===== config.mk =====
export PLATFORM = sky130hd
export DESIGN_NAME = uart_frame_rx
export DESIGN_NICKNAME = d
export VERILOG_FILES = /design/src/rtl/uart_pkg.sv /design/src/rtl/uart_timeout.sv /design/src/rtl/uart_frame_rx.sv
export SDC_FILE = /design/constraint.sdc
export NUM_CORES = 1
export LEC_CHECK = 0
export CAP_MARGIN = 20
export CORE_MARGIN = 8
export CORE_UTILIZATION = 30
export CTS_BUF_LIST = sky130_fd_sc_hd__clkbuf_4
export CTS_CLUSTER_DIAMETER = 80
export CTS_CLUSTER_SIZE = 20
export DETAILED_ROUTE_END_ITERATION = 6
export GPL_ROUTABILITY_DRIVEN = 0
export GPL_TIMING_DRIVEN = 0
export PLACE_DENSITY = 0.59
export SKIP_CTS_REPAIR_TIMING = 1
export SLEW_MARGIN = 15
export SYNTH_ARGS = -nofsm -noshare
export SYNTH_HDL_FRONTEND = slang
export SYNTH_SLANG_ARGS = --single-unit
export TNS_END_PERCENT = 5

===== constraint.sdc =====
create_clock -name clk -period 5.9 [get_ports clk]
set_input_delay 1.18 -clock clk [delete_from_list [all_inputs] [get_ports clk]]
set_output_delay 1.18 -clock clk [all_outputs]
set_load 0.02 [all_outputs]

===== src/rtl/uart_pkg.sv =====
// ---------------------------------------------------------------------------
// uart_pkg
// Shared definitions for the UART frame receiver slice.
//   - FSM state encoding used by uart_frame_rx (IDLE, PAYLOAD, CHECK)
//   - default frame start marker
//   - payload length of one frame and the width of its byte index
// ---------------------------------------------------------------------------
package uart_pkg;

    // FSM state encoding, kept as plain constants so older tools and
    // netlist-level tooling see fixed, readable codes.
    typedef logic [1:0] rx_state_t;

    localparam rx_state_t ST_IDLE    = 2'd0;
    localparam rx_state_t ST_PAYLOAD = 2'd1;
    localparam rx_state_t ST_CHECK   = 2'd2;

    // Default frame start marker.
    localparam logic [7:0] SYNC_BYTE_DEFAULT = 8'hA5;

    // Payload bytes per frame (B3, B2, B1, B0) and the index width that
    // addresses them.
    localparam int unsigned FRAME_BYTES = 4;
    localparam int unsigned IDX_W       = 2;

    // Running checksum update: each payload byte folds into the XOR.
    function automatic logic [7:0] xor_fold(input logic [7:0] acc, input logic [7:0] data);
        return acc ^ data;
    endfunction

endpackage


===== src/rtl/uart_timeout.sv =====
// ---------------------------------------------------------------------------
// uart_timeout
// Inter-byte idle counter for the frame receiver.
//
// Ports:
//   clk      in   single clock
//   reset    in   asynchronous, active-high reset
//   clear    in   force the count back to zero (has priority over enable)
//   enable   in   advance the count by one this cycle
//   expired  out  high while the count equals TIMEOUT_CYC-1
//
// The count stops at the limit rather than wrapping, so expired stays
// asserted until the owner clears it.
// ---------------------------------------------------------------------------
module uart_timeout
    import uart_pkg::*;
#(
    parameter int unsigned TIMEOUT_CYC = 20000,
    parameter int unsigned TO_W        = 15
) (
    input  logic clk,
    input  logic reset,
    input  logic clear,
    input  logic enable,
    output logic expired
);

    localparam logic [TO_W-1:0] LIMIT = TO_W'(TIMEOUT_CYC - 1);

    logic [TO_W-1:0] count_q;
    logic [TO_W-1:0] count_d;
    logic            at_limit;

    assign at_limit = (count_q == LIMIT);

    always_comb begin
        count_d = count_q;
        if (clear) begin
            count_d = '0;
        end else if (enable && !at_limit) begin
            count_d = count_q + 1'b1;
        end
    end

    always_ff @(posedge clk or posedge reset) begin
        if (reset) begin
            count_q <= '0;
        end else begin
            count_q <= count_d;
        end
    end

    assign expired = at_limit;

endmodule


===== src/rtl/uart_frame_rx.sv =====
// ---------------------------------------------------------------------------
// uart_frame_rx
// Frame assembler sitting behind a UART byte receiver.
//
// Frame on the byte stream:  SYNC_BYTE, B3, B2, B1, B0, C
// where C = B3 ^ B2 ^ B1 ^ B0 and B3 is the most significant payload byte.
//
// Ports:
//   clk           in   single clock
//   reset         in   asynchronous, active-high reset
//   rx_done_tick  in   one-cycle strobe: rxbus holds a new byte
//   rxbus[7:0]    in   received byte, valid only with rx_done_tick
//   rx_buf[31:0]  out  payload of the last frame whose checksum matched
//   rx_valid      out  one-cycle pulse in the cycle rx_buf is updated
//   frame_err     out  one-cycle pulse when a frame is aborted
//                      (bad checksum or inter-byte timeout)
//
// All outputs are registered; results appear one clock after the strobe of
// the checksum byte. rx_valid and frame_err are mutually exclusive by
// construction (both come from the same CHECK/timeout decision).
// ---------------------------------------------------------------------------
module uart_frame_rx
    import uart_pkg::*;
#(
    parameter logic [7:0]  SYNC_BYTE   = SYNC_BYTE_DEFAULT,
    parameter int unsigned TIMEOUT_CYC = 20000,
    parameter int unsigned TO_W        = 15
) (
    input  logic        clk,
    input  logic        reset,
    input  logic        rx_done_tick,
    input  logic [7:0]  rxbus,
    output logic [31:0] rx_buf,
    output logic        rx_valid,
    output logic        frame_err
);

    localparam logic [IDX_W-1:0] LAST_IDX = IDX_W'(FRAME_BYTES - 1);

    // -----------------------------------------------------------------------
    // State
    // -----------------------------------------------------------------------
    rx_state_t        state_q,     state_d;
    logic [31:0]      shadow_q,    shadow_d;
    logic [7:0]       xor_q,       xor_d;
    logic [IDX_W-1:0] idx_q,       idx_d;
    logic [31:0]      rx_buf_q,    rx_buf_d;
    logic             rx_valid_q,  rx_valid_d;
    logic             frame_err_q, frame_err_d;

    // -----------------------------------------------------------------------
    // Inter-byte timeout
    // -----------------------------------------------------------------------
    logic to_clear;
    logic to_enable;
    logic to_expired;

    // Every accepted byte restarts the idle window; sitting in IDLE keeps
    // the counter at zero so a new frame always starts with a full window.
    assign to_clear  = rx_done_tick || (state_q == ST_IDLE);
    assign to_enable = (state_q == ST_PAYLOAD) || (state_q == ST_CHECK);

    uart_timeout #(
        .TIMEOUT_CYC (TIMEOUT_CYC),
        .TO_W        (TO_W)
    ) u_timeout (
        .clk     (clk),
        .reset   (reset),
        .clear   (to_clear),
        .enable  (to_enable),
        .expired (to_expired)
    );

    // -----------------------------------------------------------------------
    // Next-state logic
    // -----------------------------------------------------------------------
    always_comb begin
        state_d     = state_q;
        shadow_d    = shadow_q;
        xor_d       = xor_q;
        idx_d       = idx_q;
        rx_buf_d    = rx_buf_q;
        rx_valid_d  = 1'b0;
        frame_err_d = 1'b0;

        case (state_q)
            ST_IDLE: begin
                // Non-sync bytes between frames are line noise, not errors.
                if (rx_done_tick && (rxbus == SYNC_BYTE)) begin
                    state_d = ST_PAYLOAD;
                    idx_d   = '0;
                    xor_d   = '0;
                end
            end

            ST_PAYLOAD: begin
                // A byte in the limit cycle takes precedence over the timeout.
                // SYNC_BYTE values here are ordinary payload.
                if (rx_done_tick) begin
                    shadow_d = {shadow_q[23:0], rxbus};
                    xor_d    = xor_fold(xor_q, rxbus);
                    idx_d    = idx_q + 1'b1;
                    if (idx_q == LAST_IDX) begin
                        state_d = ST_CHECK;
                    end
                end else if (to_expired) begin
                    frame_err_d = 1'b1;
                    state_d     = ST_IDLE;
                end
            end

            ST_CHECK: begin
                if (rx_done_tick) begin
                    if (rxbus == xor_q) begin
                        rx_buf_d   = shadow_q;
                        rx_valid_d = 1'b1;
                    end else begin
                        frame_err_d = 1'b1;
                    end
                    state_d = ST_IDLE;
                end else if (to_expired) begin
                    frame_err_d = 1'b1;
                    state_d     = ST_IDLE;
                end
            end

            default: begin
                state_d = ST_IDLE;
            end
        endcase
    end

    // -----------------------------------------------------------------------
    // Registers
    // -----------------------------------------------------------------------
    always_ff @(posedge clk or posedge reset) begin
        if (reset) begin
            state_q     <= ST_IDLE;
            shadow_q    <= '0;
            xor_q       <= '0;
            idx_q       <= '0;
            rx_buf_q    <= '0;
            rx_valid_q  <= 1'b0;
            frame_err_q <= 1'b0;
        end else begin
            state_q     <= state_d;
            shadow_q    <= shadow_d;
            xor_q       <= xor_d;
            idx_q       <= idx_d;
            rx_buf_q    <= rx_buf_d;
            rx_valid_q  <= rx_valid_d;
            frame_err_q <= frame_err_d;
        end
    end

    assign rx_buf    = rx_buf_q;
    assign rx_valid  = rx_valid_q;
    assign frame_err = frame_err_q;

endmodule


Word-level counts from Yosys, hierarchy flattened. Cells that the tools add are included.

Bits in registers: 93. Input bits: 11. Output and inout bits: 34. Logic and storage cells: 54.

Add/sub/neg operators: 2. Equal/unequal tests: 9. Multiplexer cells: 22. Bitwise operators: 1. Reduce and logical (&&, ||, !) cells: 12.

Operator list (number): two-way mux 15 bit (2); two-way mux 8 bit (2); one-hot mux 8 bit (2 select lines) (1); adder 15 x 1 -> 15 bit (second input constant) (1); equality test 15 bit (second input constant) (1); two-way mux 2 bit (7); equality test 8 bit (1); equality test 8 bit (second input constant) (1); XOR 8 bit (1); two-way mux 1 bit (7); one-hot mux 2 bit (3 select lines) (1); AND reduction 3 bit (2); equality test 2 bit (second input constant) (2); one-hot mux 2 bit (2 select lines) (1); AND reduction 2 bit (2); nonzero test 2 bit (2); inequality test 3 x 2 -> 1 bit (second input constant) (1); adder 2 x 1 -> 2 bit (second input constant) (1); equality test 2 x 1 -> 1 bit (second input constant) (1); logical AND 1 bit (2); logical NOT 2 bit (1); logical OR 1 bit (2); inequality test 2 x 1 -> 1 bit (second input constant) (1); inequality test 2 bit (second input constant) (1); 2 further kinds (2).

Longest topological paths before layout.
Word-level depth: 5. Mapped depth: 8. Gate-level depth less buffers: 6.

Cells and area by module. A second synthesis with hierarchy kept.

Cell total of the unflattened synthesis: 324. Area total of the unflattened synthesis: 4292.9 µm².

By module, submodules not included: uart_frame_rx (instances 1, cells an instance 240, area each 3475.8 µm², seq. area each 1951.9 µm²); uart_timeout (instances 1, cells an instance 84, area each 817.0 µm², seq. area each 375.4 µm²).

Worst setup path after synthesis. No wires, ideal clock.

Path type: input to register. From: input rx_done_tick. To: register rx_buf_q[10] (netlist: rx_buf[10]). Library setup time: 125 ps. Data arrival time: 2479 ps. Data required time: 5775 ps. Slack: 3295 ps. Stages: 6. Path buffers: 3. Cell sequence: buf_2 -> nand2_1 -> or4_4 -> buf_6 -> buf_12 -> mux2_4.

Word-level cells in the longest chain between the ends: 1.

RTL lines: start, declared (line uart_frame_rx.sv:31) `input logic rx_done_tick,`; AND reduction 3 bit (no line); end signal, assigned (line uart_frame_rx.sv:150) `rx_buf_q <= rx_buf_d;`; end, declared (line uart_frame_rx.sv:47) `logic [31:0] rx_buf_q, rx_buf_d;`.

Every way passes these cells. A chain may end at the register's enable or synchronous reset.

Worst setup path in the final report.
From: input rxbus[7]. To: register rx_buf_q[23] (netlist: rx_buf[23]).

Word-level cells in the longest chain between the ends: 2.

RTL lines: start, declared (line uart_frame_rx.sv:32) `input logic [7:0] rxbus,`; equality test 8 bit (line uart_frame_rx.sv:114) `if (rxbus == xor_q) begin`; AND reduction 3 bit (no line).

Every way passes these cells.

==> metrics <==
DR WL/cell roughly 15 um; Post-Synth Adder-Cell Area 0.01740; Pre-antenna DRT Iters 5; Post-DP HPWL between 6 and 7 mm; Core Util, Final 0.3598; post-synthesis sequential area ratio 0.5393; Clock transition at path regs approximately 0.16 ns; post-synthesis xor/xnor area fraction 0.02233; clk_lat worst skew 0.46 ns; CTS buffer count 9; WHS Path Cells 2; Worst Skew 0.02088 ns; row count 44; leading area contributor after synthesis dfrtp_1; Worst VDD drop 120.7 uV; Final Cell Area 5150 um2; fmax around 0.34 GHz; Final #Nets around 470; clk sinks a little over 90; Switching Power 537.2 uW; Crit Reg-Reg Endpoint frame_err$_DFF_PP0_; Syn. warnings 0; most frequent cells in the layout 107 x nand2_1, 93 x dfrtp_1, 43 x clkdlybuf4s50_1, 29 x mux2_4, 14 x nand3_1; Sequential Power Share 0.553; vias roughly 3000; Final Setup Violations 0; most area-consuming cells after synthesis dfrtp_1 54%, mux2_4 10%, nand2_1 9.3%; Slew headroom 0.5377; Synth Area in Simple Gates 0.1850; Final Worst Setup Slack 3.001 ns; Min Clock Period, post-route between 2 and 3 ns; maxcap violations 0; Routed Antenna Nets 0; H-tree levels 3; fin. max-slew vios 0; largest net degree at the start of global routing 50; final hold slack a little under 0.5 ns; switch share 0.3555; core box area 14310 um2; die area 18480 um2; Area after DPL about 5000 um2; cell area after synthesis about 4300 um2; reg-to-reg setup timing slack 3.58 ns; Worst R2R Start u_timeout.count_q[0]$_DFFE_PP0P_; RSZ-0062 raised after global routing no; Critical Setup Path Class input port to register; Die H approximately 140 um; vias in the first global route 3024; largest family of logic cells by synthesized area simple AND/OR/NAND/NOR gates; Tcrit/Tclk final 0.4914; Power Internal about 970 uW; TritonCTS clock tree done; initial antenna violation count 1; deepest clock path buffer count 2; status finished clean; Die X 135.9 um; Sequential Area approximately 2300 um2; share of layout cells above drive strength 1 0.1313; mux share of post-synthesis cell area 0.1273; ys flop type dfrtp_1; grt ovf 0; CP arrival ~3.3 ns; worst slack, placed around 2.5 ns; Area growth syn-to-layout 19.34%; Fin. Hold Viols 0; GRT Util Overall 0.1053; IO Count 45; data required time of the worst path between 6 and 7 ns; Remaining DRCs 0; starting density of the core 0.3015; Synth top area share 0.5393; Filler Cell Count around 1400; hold_sp shadow_q[29]$_DFFE_PP0P_; final WL a little over 9 mm; Clk pwr share 0.230; drt via density roughly 4.7; crit path capture type register; Fin Setup TNS 0 ns; Syn Inst Count about 400; Hold WC Path Type register to register; Worst Tran Pin Value 0.6760 ns; Synth cell types between 50 and 60; EDFF count, synth 0; port bufs 43; Post-synth ARST share 1.000; Synth Area per Inst between 10 and 15 um2; root buffer selected by CTS clkbuf_4; most common cell after layout, fill and taps aside nand2_1; type of origin of the critical path input port; R2R cell count 5; first-pass GRT wire length between 15 and 20 mm; Lkg Pwr ~2.5 nW; Seq cells post-synth 93; multi-input logic area approximately 1800 um2; Worst Hold End shadow_q[29]$_DFFE_PP0P_; Power Density 293.4 nW/um2; Combinational Power Share 0.217; syn nets 414; post-synthesis compound-gate area fraction 0.06814; initial detailed-routing violation count around 280; CP Max Fanout 10
[per-layer routing]
metal | share of wire | wire length [um] | global-route usage | vias to the layer above
li1 | - | - | - | 1480
met1 | 0.45 | 4199 | 0.1310 | 1490
met2 | 0.48 | 4498 | 0.1700 | 58
met3 | 0.053 | 493 | 0.02735 | 12
met4 | 0.016 | 151 | 0.04393 | 0
met5 | 0 | 0 | 0 | -
[metrics by stage]
step	total power, mW	std cells
5_1_grt	1.616	642
3_3_place_gp	1.160	624
2_1_floorplan	1.071	397
4_1_cts	1.531	641
3_5_place_dp	1.180	625
6_report	1.511	642
[cells in the mapped netlist, types with 6 or more instances]
master and count:
a21oi_1 9, a31oi_1 8, clkbuf_1 12, dfrtp_1 93, ha_1 6, inv_1 11, mux2_4 29, mux2i_1 8
nand2_1 107, nand3_1 14, nand4_1 6, nor2_1 8, o21ai_0 7, or3_1 8, xnor2_1 8
[cell type report]
cell class	count	share of cell area
flip-flops and latches	93	0.4519
diodes	1	0.0004859
inverters	11	0.008503
plain buffers	20	0.02600
multi-input cells	273	0.3520
clock inverters	7	0.01433
well taps	184	0.04470
clock buffers	9	0.01312
repair buffers	44	0.08892
[worst max-delay path by stage]
stage | from | end | slack, ns | depth (start not counted)
detailed placement | rxbus[7] | rx_buf[5]$_DFFE_PP0P_ | 2.55 | 7
CTS | rxbus[7] | rx_buf[5]$_DFFE_PP0P_ | 3.05 | 7
global route | rxbus[7] | rx_buf[5]$_DFFE_PP0P_ | 3.01 | 7
finish | rxbus[7] | rx_buf[23]$_DFFE_PP0P_ | 3.00 | 7
global placement | reset | rx_buf[25]$_DFFE_PP0P_ | 0.84 | 2
floorplan | reset | frame_err$_DFF_PP0_ | 2.30 | 1
[power groups by stage]
stage | Clock, mW | Combinational, mW | Sequential, mW
3_5_place_dp | 0 | 0.332 | 0.848
3_3_place_gp | 0 | 0.319 | 0.841
6_report | 0.348 | 0.328 | 0.835
4_1_cts | 0.362 | 0.333 | 0.835
2_1_floorplan | 0 | 0.249 | 0.822
5_1_grt | 0.391 | 0.375 | 0.850
[worst max-delay path, cell delays in order]
cell and delay [ns]:
clkdlybuf4s50_1 0.62, xnor2_1 0.15, nand3_1 0.17, or4_4 0.52, buf_6 0.16, buf_12 0.15, mux2_4 0.29
[logic make-up (layout without fill, tap and decap cells)]
logic type      Yosys count  after routing
mux                      40             40
compound gates           44             44
other cells               0              1
buf+inv                  31             91
simple gates            172            172
flops                    93             93
xor+xnor                 11             11
fa+ha+maj                 6              6
[state kept, by name (all words and copies together) (netlist names)]
register,count
frame_err,1
idx_q,2
rx_buf,32
rx_valid,1
shadow_q,32
state_q,2
u_timeout.count_q,15
xor_q,8
No activity file was read; power rests on OpenSTA's default activity.
